### config.mk
export PLATFORM = sky130hd
export DESIGN_NAME = ecc_point_unit_flat
export DESIGN_NICKNAME = d
export VERILOG_FILES = /design/src/rtl/ecc_point_unit_if.sv /design/src/rtl/ecc_point_unit.sv /design/src/flat_wrapper.sv
export SDC_FILE = /design/constraint.sdc
export NUM_CORES = 1
export LEC_CHECK = 0
export CAP_MARGIN = 20
export CORE_MARGIN = 8
export CORE_UTILIZATION = 30
export DETAILED_ROUTE_END_ITERATION = 12
export DONT_BUFFER_PORTS = 1
export PLACE_DENSITY_LB_ADDON = 0.15
export SYNTH_ARGS = -nofsm -noshare
export SYNTH_HDL_FRONTEND = slang
export SYNTH_SLANG_ARGS = --single-unit
### constraint.sdc
create_clock -name i_clk -period 33.8 [get_ports i_clk]
set_input_delay 8.45 -clock i_clk [delete_from_list [all_inputs] [get_ports i_clk]]
set_output_delay 8.45 -clock i_clk [all_outputs]
set_load 0.02 [all_outputs]
### src/rtl/ecc_point_unit_if.sv
// Request/response bundle between the scalar-multiply controller and ecc_point_unit.
interface ecc_point_unit_if;
   logic       i_start;
   logic       i_dbl;
   logic [3:0] a;
   logic [3:0] prime;
   logic [3:0] x1;
   logic [3:0] y1;
   logic       inf1;
   logic [3:0] x2;
   logic [3:0] y2;
   logic       inf2;
   logic [3:0] x3;
   logic [3:0] y3;
   logic       inf3;
   logic       o_err;
   logic       busy;
   logic       done;

   modport master (
      output i_start, i_dbl, a, prime, x1, y1, inf1, x2, y2, inf2,
      input  x3, y3, inf3, o_err, busy, done
   );

   modport slave (
      input  i_start, i_dbl, a, prime, x1, y1, inf1, x2, y2, inf2,
      output x3, y3, inf3, o_err, busy, done
   );
endinterface

### src/rtl/ecc_point_unit.sv
// Sequential EC point add/double over GF(p), 4-bit elements, inverse by candidate search.
// Define ECC_POINT_AUTO_DBL_EN to turn an add of P with itself into a doubling.
module ecc_point_unit (
   input logic             i_clk,
   input logic             i_rst,
   ecc_point_unit_if.slave bus
);

   typedef enum logic [2:0] {
      StIdle, StSetup, StInv, StLam, StX3, StY3, StHold, StDone
   } state_e;

   state_e     state_q;
   logic [3:0] p_q, a_q, x1_q, y1_q, x2_q, y2_q;
   logic       dbl_q, inf1_q, inf2_q;
   logic [3:0] num_q, den_q, t_q, lam_q, rx_q;
   logic [3:0] x3_q, y3_q;
   logic       inf3_q, err_q, busy_q, done_q;

   function automatic logic [3:0] mod_mul(input logic [3:0] u, input logic [3:0] v,
                                          input logic [3:0] p);
      logic [7:0] prod;
      prod = {4'd0, u} * {4'd0, v};
      return 4'(prod % {4'd0, p});
   endfunction

   function automatic logic [3:0] mod_add(input logic [3:0] u, input logic [3:0] v,
                                          input logic [3:0] p);
      logic [4:0] s;
      s = {1'b0, u} + {1'b0, v};
      return 4'(s % {1'b0, p});
   endfunction

   // Operands are below p, so u + p - v never underflows.
   function automatic logic [3:0] mod_sub(input logic [3:0] u, input logic [3:0] v,
                                          input logic [3:0] p);
      logic [4:0] s;
      s = {1'b0, u} + {1'b0, p} - {1'b0, v};
      return 4'(s % {1'b0, p});
   endfunction

   logic [3:0] dbl_num, dbl_den, add_num, add_den, prod_dt, x3_new, y3_new;
   logic       auto_dbl;

   always_comb begin
      dbl_num = mod_add(mod_mul(4'd3, mod_mul(x1_q, x1_q, p_q), p_q), a_q, p_q);
      dbl_den = mod_add(y1_q, y1_q, p_q);
      add_num = mod_sub(y2_q, y1_q, p_q);
      add_den = mod_sub(x2_q, x1_q, p_q);
      prod_dt = mod_mul(den_q, t_q, p_q);
      x3_new  = mod_sub(mod_sub(mod_mul(lam_q, lam_q, p_q), x1_q, p_q),
                        dbl_q ? x1_q : x2_q, p_q);
      y3_new  = mod_sub(mod_mul(lam_q, mod_sub(x1_q, rx_q, p_q), p_q), y1_q, p_q);
   end

`ifdef ECC_POINT_AUTO_DBL_EN
   assign auto_dbl = (x1_q == x2_q) && (y1_q == y2_q) && (y1_q != 4'd0);
`else
   assign auto_dbl = 1'b0;
`endif

   always_ff @(posedge i_clk) begin
      if (!i_rst) begin
         state_q <= StIdle;
         p_q     <= 4'd0;
         a_q     <= 4'd0;
         x1_q    <= 4'd0;
         y1_q    <= 4'd0;
         x2_q    <= 4'd0;
         y2_q    <= 4'd0;
         dbl_q   <= 1'b0;
         inf1_q  <= 1'b0;
         inf2_q  <= 1'b0;
         num_q   <= 4'd0;
         den_q   <= 4'd0;
         t_q     <= 4'd0;
         lam_q   <= 4'd0;
         rx_q    <= 4'd0;
         x3_q    <= 4'd0;
         y3_q    <= 4'd0;
         inf3_q  <= 1'b0;
         err_q   <= 1'b0;
         busy_q  <= 1'b0;
         done_q  <= 1'b0;
      end else begin
         done_q <= 1'b0;
         unique case (state_q)
            StIdle: begin
               if (bus.i_start) begin
                  p_q     <= bus.prime;
                  a_q     <= bus.a;
                  x1_q    <= bus.x1;
                  y1_q    <= bus.y1;
                  x2_q    <= bus.x2;
                  y2_q    <= bus.y2;
                  dbl_q   <= bus.i_dbl;
                  inf1_q  <= bus.inf1;
                  inf2_q  <= bus.inf2;
                  inf3_q  <= 1'b0;
                  err_q   <= 1'b0;
                  busy_q  <= 1'b1;
                  state_q <= StSetup;
               end
            end
            StSetup: begin
               t_q <= 4'd1;
               if (inf1_q) begin
                  x3_q    <= dbl_q ? 4'd0 : x2_q;
                  y3_q    <= dbl_q ? 4'd0 : y2_q;
                  inf3_q  <= dbl_q | inf2_q;
                  state_q <= StHold;
               end else if (!dbl_q && inf2_q) begin
                  x3_q    <= x1_q;
                  y3_q    <= y1_q;
                  inf3_q  <= 1'b0;
                  state_q <= StHold;
               end else if ((dbl_q && y1_q == 4'd0) ||
                            (!dbl_q && x1_q == x2_q && !auto_dbl)) begin
                  x3_q    <= 4'd0;
                  y3_q    <= 4'd0;
                  inf3_q  <= 1'b1;
                  state_q <= StHold;
               end else if (dbl_q || auto_dbl) begin
                  dbl_q   <= 1'b1;
                  num_q   <= dbl_num;
                  den_q   <= dbl_den;
                  state_q <= StInv;
               end else begin
                  num_q   <= add_num;
                  den_q   <= add_den;
                  state_q <= StInv;
               end
            end
            StInv: begin
               if (t_q == p_q) begin
                  x3_q    <= 4'd0;
                  y3_q    <= 4'd0;
                  inf3_q  <= 1'b1;
                  err_q   <= 1'b1;
                  done_q  <= 1'b1;
                  state_q <= StDone;
               end else if (prod_dt == 4'd1) begin
                  state_q <= StLam;  // t_q now holds the inverse
               end else begin
                  t_q <= t_q + 4'd1;
               end
            end
            StLam: begin
               lam_q   <= mod_mul(num_q, t_q, p_q);
               state_q <= StX3;
            end
            StX3: begin
               rx_q    <= x3_new;
               state_q <= StY3;
            end
            StY3: begin
               x3_q    <= rx_q;
               y3_q    <= y3_new;
               inf3_q  <= 1'b0;
               done_q  <= 1'b1;
               state_q <= StDone;
            end
            StHold: begin
               done_q  <= 1'b1;
               state_q <= StDone;
            end
            StDone: begin
               busy_q  <= 1'b0;
               state_q <= StIdle;
            end
            default: state_q <= StIdle;
         endcase
      end
   end

   assign bus.x3    = x3_q;
   assign bus.y3    = y3_q;
   assign bus.inf3  = inf3_q;
   assign bus.o_err = err_q;
   assign bus.busy  = busy_q;
   assign bus.done  = done_q;

endmodule

### src/flat_wrapper.sv
// flat-port wrapper written by rule: the top's interface ports become plain ports
module ecc_point_unit_flat 
  (i_clk, i_rst, bus_i_start, bus_i_dbl, bus_a, bus_prime, bus_x1, bus_y1, bus_inf1, bus_x2, bus_y2, bus_inf2, bus_x3, bus_y3, bus_inf3, bus_o_err, bus_busy, bus_done);
  ecc_point_unit_if bus_i ();
  input logic i_clk;
  input logic i_rst;
  input wire logic [$bits(bus_i.i_start)-1:0] bus_i_start;
  input wire logic [$bits(bus_i.i_dbl)-1:0] bus_i_dbl;
  input wire logic [$bits(bus_i.a)-1:0] bus_a;
  input wire logic [$bits(bus_i.prime)-1:0] bus_prime;
  input wire logic [$bits(bus_i.x1)-1:0] bus_x1;
  input wire logic [$bits(bus_i.y1)-1:0] bus_y1;
  input wire logic [$bits(bus_i.inf1)-1:0] bus_inf1;
  input wire logic [$bits(bus_i.x2)-1:0] bus_x2;
  input wire logic [$bits(bus_i.y2)-1:0] bus_y2;
  input wire logic [$bits(bus_i.inf2)-1:0] bus_inf2;
  output wire logic [$bits(bus_i.x3)-1:0] bus_x3;
  output wire logic [$bits(bus_i.y3)-1:0] bus_y3;
  output wire logic [$bits(bus_i.inf3)-1:0] bus_inf3;
  output wire logic [$bits(bus_i.o_err)-1:0] bus_o_err;
  output wire logic [$bits(bus_i.busy)-1:0] bus_busy;
  output wire logic [$bits(bus_i.done)-1:0] bus_done;
  assign bus_i.i_start = bus_i_start;
  assign bus_i.i_dbl = bus_i_dbl;
  assign bus_i.a = bus_a;
  assign bus_i.prime = bus_prime;
  assign bus_i.x1 = bus_x1;
  assign bus_i.y1 = bus_y1;
  assign bus_i.inf1 = bus_inf1;
  assign bus_i.x2 = bus_x2;
  assign bus_i.y2 = bus_y2;
  assign bus_i.inf2 = bus_inf2;
  assign bus_x3 = bus_i.x3;
  assign bus_y3 = bus_i.y3;
  assign bus_inf3 = bus_i.inf3;
  assign bus_o_err = bus_i.o_err;
  assign bus_busy = bus_i.busy;
  assign bus_done = bus_i.done;
  ecc_point_unit u_core (.i_clk(i_clk), .i_rst(i_rst), .bus(bus_i));
endmodule
==> out/results.md <==
| Metric | Reported |
| --- | --- |
| Run status | complete, no violations |
| Kind of path behind the tightest hold check | reg2reg |
| Area of the die | 66330 µm² |
| Post-layout net count | 2698 |
| Routed via count | 16.01k |
| Type of the worst setup path | reg2reg |
| Path depth of the worst reg2reg path | 138 |
| Share of cells above drive strength 1 | 6.107% |
| Detail-routed via count per cell | 5.262 |
| Total of warnings raised by yosys | 0 |
| Number of cells upsized or downsized after cts | 0 |
| First-pass GRT wire length | 80.21 mm |
| Initial core utilization | 30.34% |
| Slowest-stage cell, CP | nor2_1 |
| Clk_lat worst skew | 0.34 ns |
| Most numerous cell types in the synthesized netlist | ha_1 (346), nand2_1 (215), nor2_1 (188), a21oi_1 (185), inv_1 (172) |
| Antenna violations before repair | 0 |
| Signal arrival time at the worst endpoint | 31.36 ns |
| Startpoint of the worst-slack reg-to-reg timing path | u_core.x1_q[2] |
| Worst slack after detailed placement | 2.808 ns |
| Final design instance area without fill | 18750 µm² |
| Total clock sinks | 62 |
| Setup crit start kind | flop |
| GP Congestion | 0.8507 |
| Clock skew | 0.008041 ns |
| Cts-stage hold buffer count | 0 |
| Filler cell count | 6238 |
| CTS root buf | clkbuf_16 |
| Top fanout value on the critical path | 12 |
| R2R setup slack | 2.66 ns |
| Post-Syn Area | 17500 µm² |
| Overflow after GRT | 0 |
| Number of buffers on the longest clock path | 2 |
| First-pass iteration count of the detailed router | 5 |
| Setup-violating endpoint count in the final report | 0 |
| Register clock-pin slew on the reported worst setup and hold paths | 0.06 ns |
| Min setup slack post-route | 2.657 ns |
| Number of distinct library cell variants in the gate-level netlist after synthesis | 95 |
| Avg Synthesized Cell Area | 7.647 µm² |
| Synth top area cells | ha_1 (25%), dfxtp_1 (7.1%), fa_1 (5.8%), a21oi_1 (5.3%), nand2_1 (4.6%) |
| Setup repair after global routing missed its margin | no |
| Area used by multi-input combinational logic | 15430 µm² |
| Actual transition at the worst max-transition pin | 1.024 ns |
| Cells after synthesis | 2289 |
| Cell taking the most area after synthesis | ha_1 |
| Detailed Place HPWL | 38.91 mm |
| Vertical die dimension | 257.5 µm |
| Number of buffers created by CTS | 9 |
| Number of buffers inserted by post-CTS setup repair | 0 |
| Number of global-route vias before repair | 15.35k |
| Width of the die | 257.5 µm |
| Number of DRC violations after detailed-routing iteration 0 | 677 |
| Worst Setup EP | u_core.num_q[1] |
| Maximum capacitance violations | 0 |
| Remaining antenna violation count after routing | 0 |
| Data required time of the critical path | 34.02 ns |
| Startpoint of the tightest hold check path | u_core.a_q[3] |
| Placeable core area | 57700 µm² |
| Post-synthesis register bit count | 62 |
| Critical path launch point | u_core.x1_q[2] |
| Number of levels the H-tree was split into | 3 |
| Post-synth EDFFs | 0 |
| Pins over their slew limit | 0 |
| Max incr delay on CP | 0.51 ns |
| Number of placement rows | 88 |
| Total Routed Length | 49.99 mm |
| Area fraction of the dominant cell type after synthesis | 24.73% |
| Highest clock rate | 0.03211 GHz |
| Sort of element at the end of the critical path | flop |
| CTS tree | built |
| Final-report hold violation count | 0 |
| Number of design rule violations left after detail routing | 0 |
| Most common cell in the synthesized netlist | ha_1 |
| Most common flop cell mapped by yosys | dfxtp_1 |
| Cell seen most often among critical-path stages | ha_1 |
| All-Layer GR Usage | 14.44% |
| Accumulated negative setup slack | 0 ns |
| Area occupied by registers | 1244 µm² |
| Syn-to-layout area delta | 7.134% |
| IO Port Bufs | 0 |
| Number of ports placed on the die boundary | 42 |
| Final min period | 31.14 ns |
| Portion of the clock cycle consumed by the worst path in the final layout | 92.14% |
| Final routed wire length divided by cell count | 16.43 µm |
| Worst-case headroom to the max-slew limit | 31.27% |
| Maximum number of pins on one net before global-route repair | 55 |
| Async set or reset register ratio after synthesis | 0% |
| Total placed instance area | 18440 µm² |
| Reg-to-reg critical path endpoint | u_core.num_q[1] |
| Share of synthesized area occupied by flip-flops and latches | 7.091% |
[routing by layer]
| metal | share of wire (%) | track usage (%) | up-vias | wire length [µm] |
|---|---|---|---|---|
| met2 | 45 | 24.45 | 205 | 22740 |
| li1 | - | - | 8221 | - |
| met4 | 0.96 | 2.156 | 0 | 480 |
| met3 | 3.3 | 1.482 | 32 | 1639 |
| met5 | 0 | 0 | - | 0 |
| met1 | 50 | 20.02 | 7550 | 25130 |
[worst min path at each step]
stage,endpoint,slack [ns],cells past startpoint
final,u_core.a_q[3],0.47,2
after global routing,u_core.a_q[3],0.49,2
after CTS,u_core.a_q[3],0.46,2
after detailed placement,u_core.a_q[3],0.45,2
after global placement,u_core.a_q[3],0.45,2
after floorplan,u_core.a_q[0],0.44,2
[kinds of logic after synthesis]
| family | share of synthesized area, % |
|---|---|
| compound gates | 24.07 |
| xor+xnor | 6.105 |
| fa+ha+maj | 30.57 |
| buf+inv | 4.839 |
| flops | 7.091 |
| mux | 7.449 |
| other cells | 0.02142 |
| simple gates | 19.86 |
[worst max-delay path: cells and delay by family (launching register included)]
family	cells	cell delay, ns
AOI/OAI and AO/OA	67	14.37
buffers and inverters	6	0.78
adders and majority gates	24	7.07
muxes	9	3.22
and+or+nand+nor	32	5.03
DFF	1	0.49
[registers in the layout, summed over array words and instances (netlist names), 3 cells and up]
name,cells
u_core.num_q,4
u_core.x1_q,4
u_core.state_q,3
u_core.y1_q,4
u_core.lam_q,4
u_core.rx_q,4
u_core.bus.y3,4
u_core.a_q,4
u_core.p_q,4
u_core.den_q,4
u_core.y2_q,4
u_core.x2_q,4
u_core.bus.x3,4
u_core.t_q,4
[area by class of cell]
cell class,count,share of cell area [%]
inverters,174,3.503
diodes,1,0.01334
flip-flops and latches,62,6.632
well taps,765,5.104
multi-input cells,2005,82.28
repair buffers,19,0.8674
clock buffers,10,1.221
clock inverters,6,0.3737
[cells in the final DEF, fill, tap and decap left out, types with 9 or more instances in the layout]
master,instances
nand2_1,215
a21o_1,64
a22oi_1,10
xor2_1,45
buf_4,17
nor2b_1,41
o21bai_1,11
clkbuf_16,9
dfxtp_1,60
xnor2_1,77
nor3_1,75
fa_1,51
nand3_1,25
ha_1,346
mux2_2,53
a21oi_1,185
a31oi_1,10
nand2b_1,35
and3_1,11
inv_1,168
nor2_1,188
o31ai_1,25
a211oi_1,29
mux2i_1,65
or2_2,10
nand4_1,9
o21a_1,80
or3_1,18
o21ai_0,122
and2_1,54
[metrics by stage]
step                      utilization [%]  cells  hold WS [ns]
after floorplan                         -   2290        0.4406
after global placement              31.95   3024        0.4527
after detailed placement            31.95   3024        0.4549
after CTS                           32.47   3040        0.4630
after global routing                32.50   3041        0.4917
final                               32.50   3042        0.4653
Power is left out: the tool's default activity adds up to more than one toggle a clock period on the data nets, which glitch-free logic cannot reach.
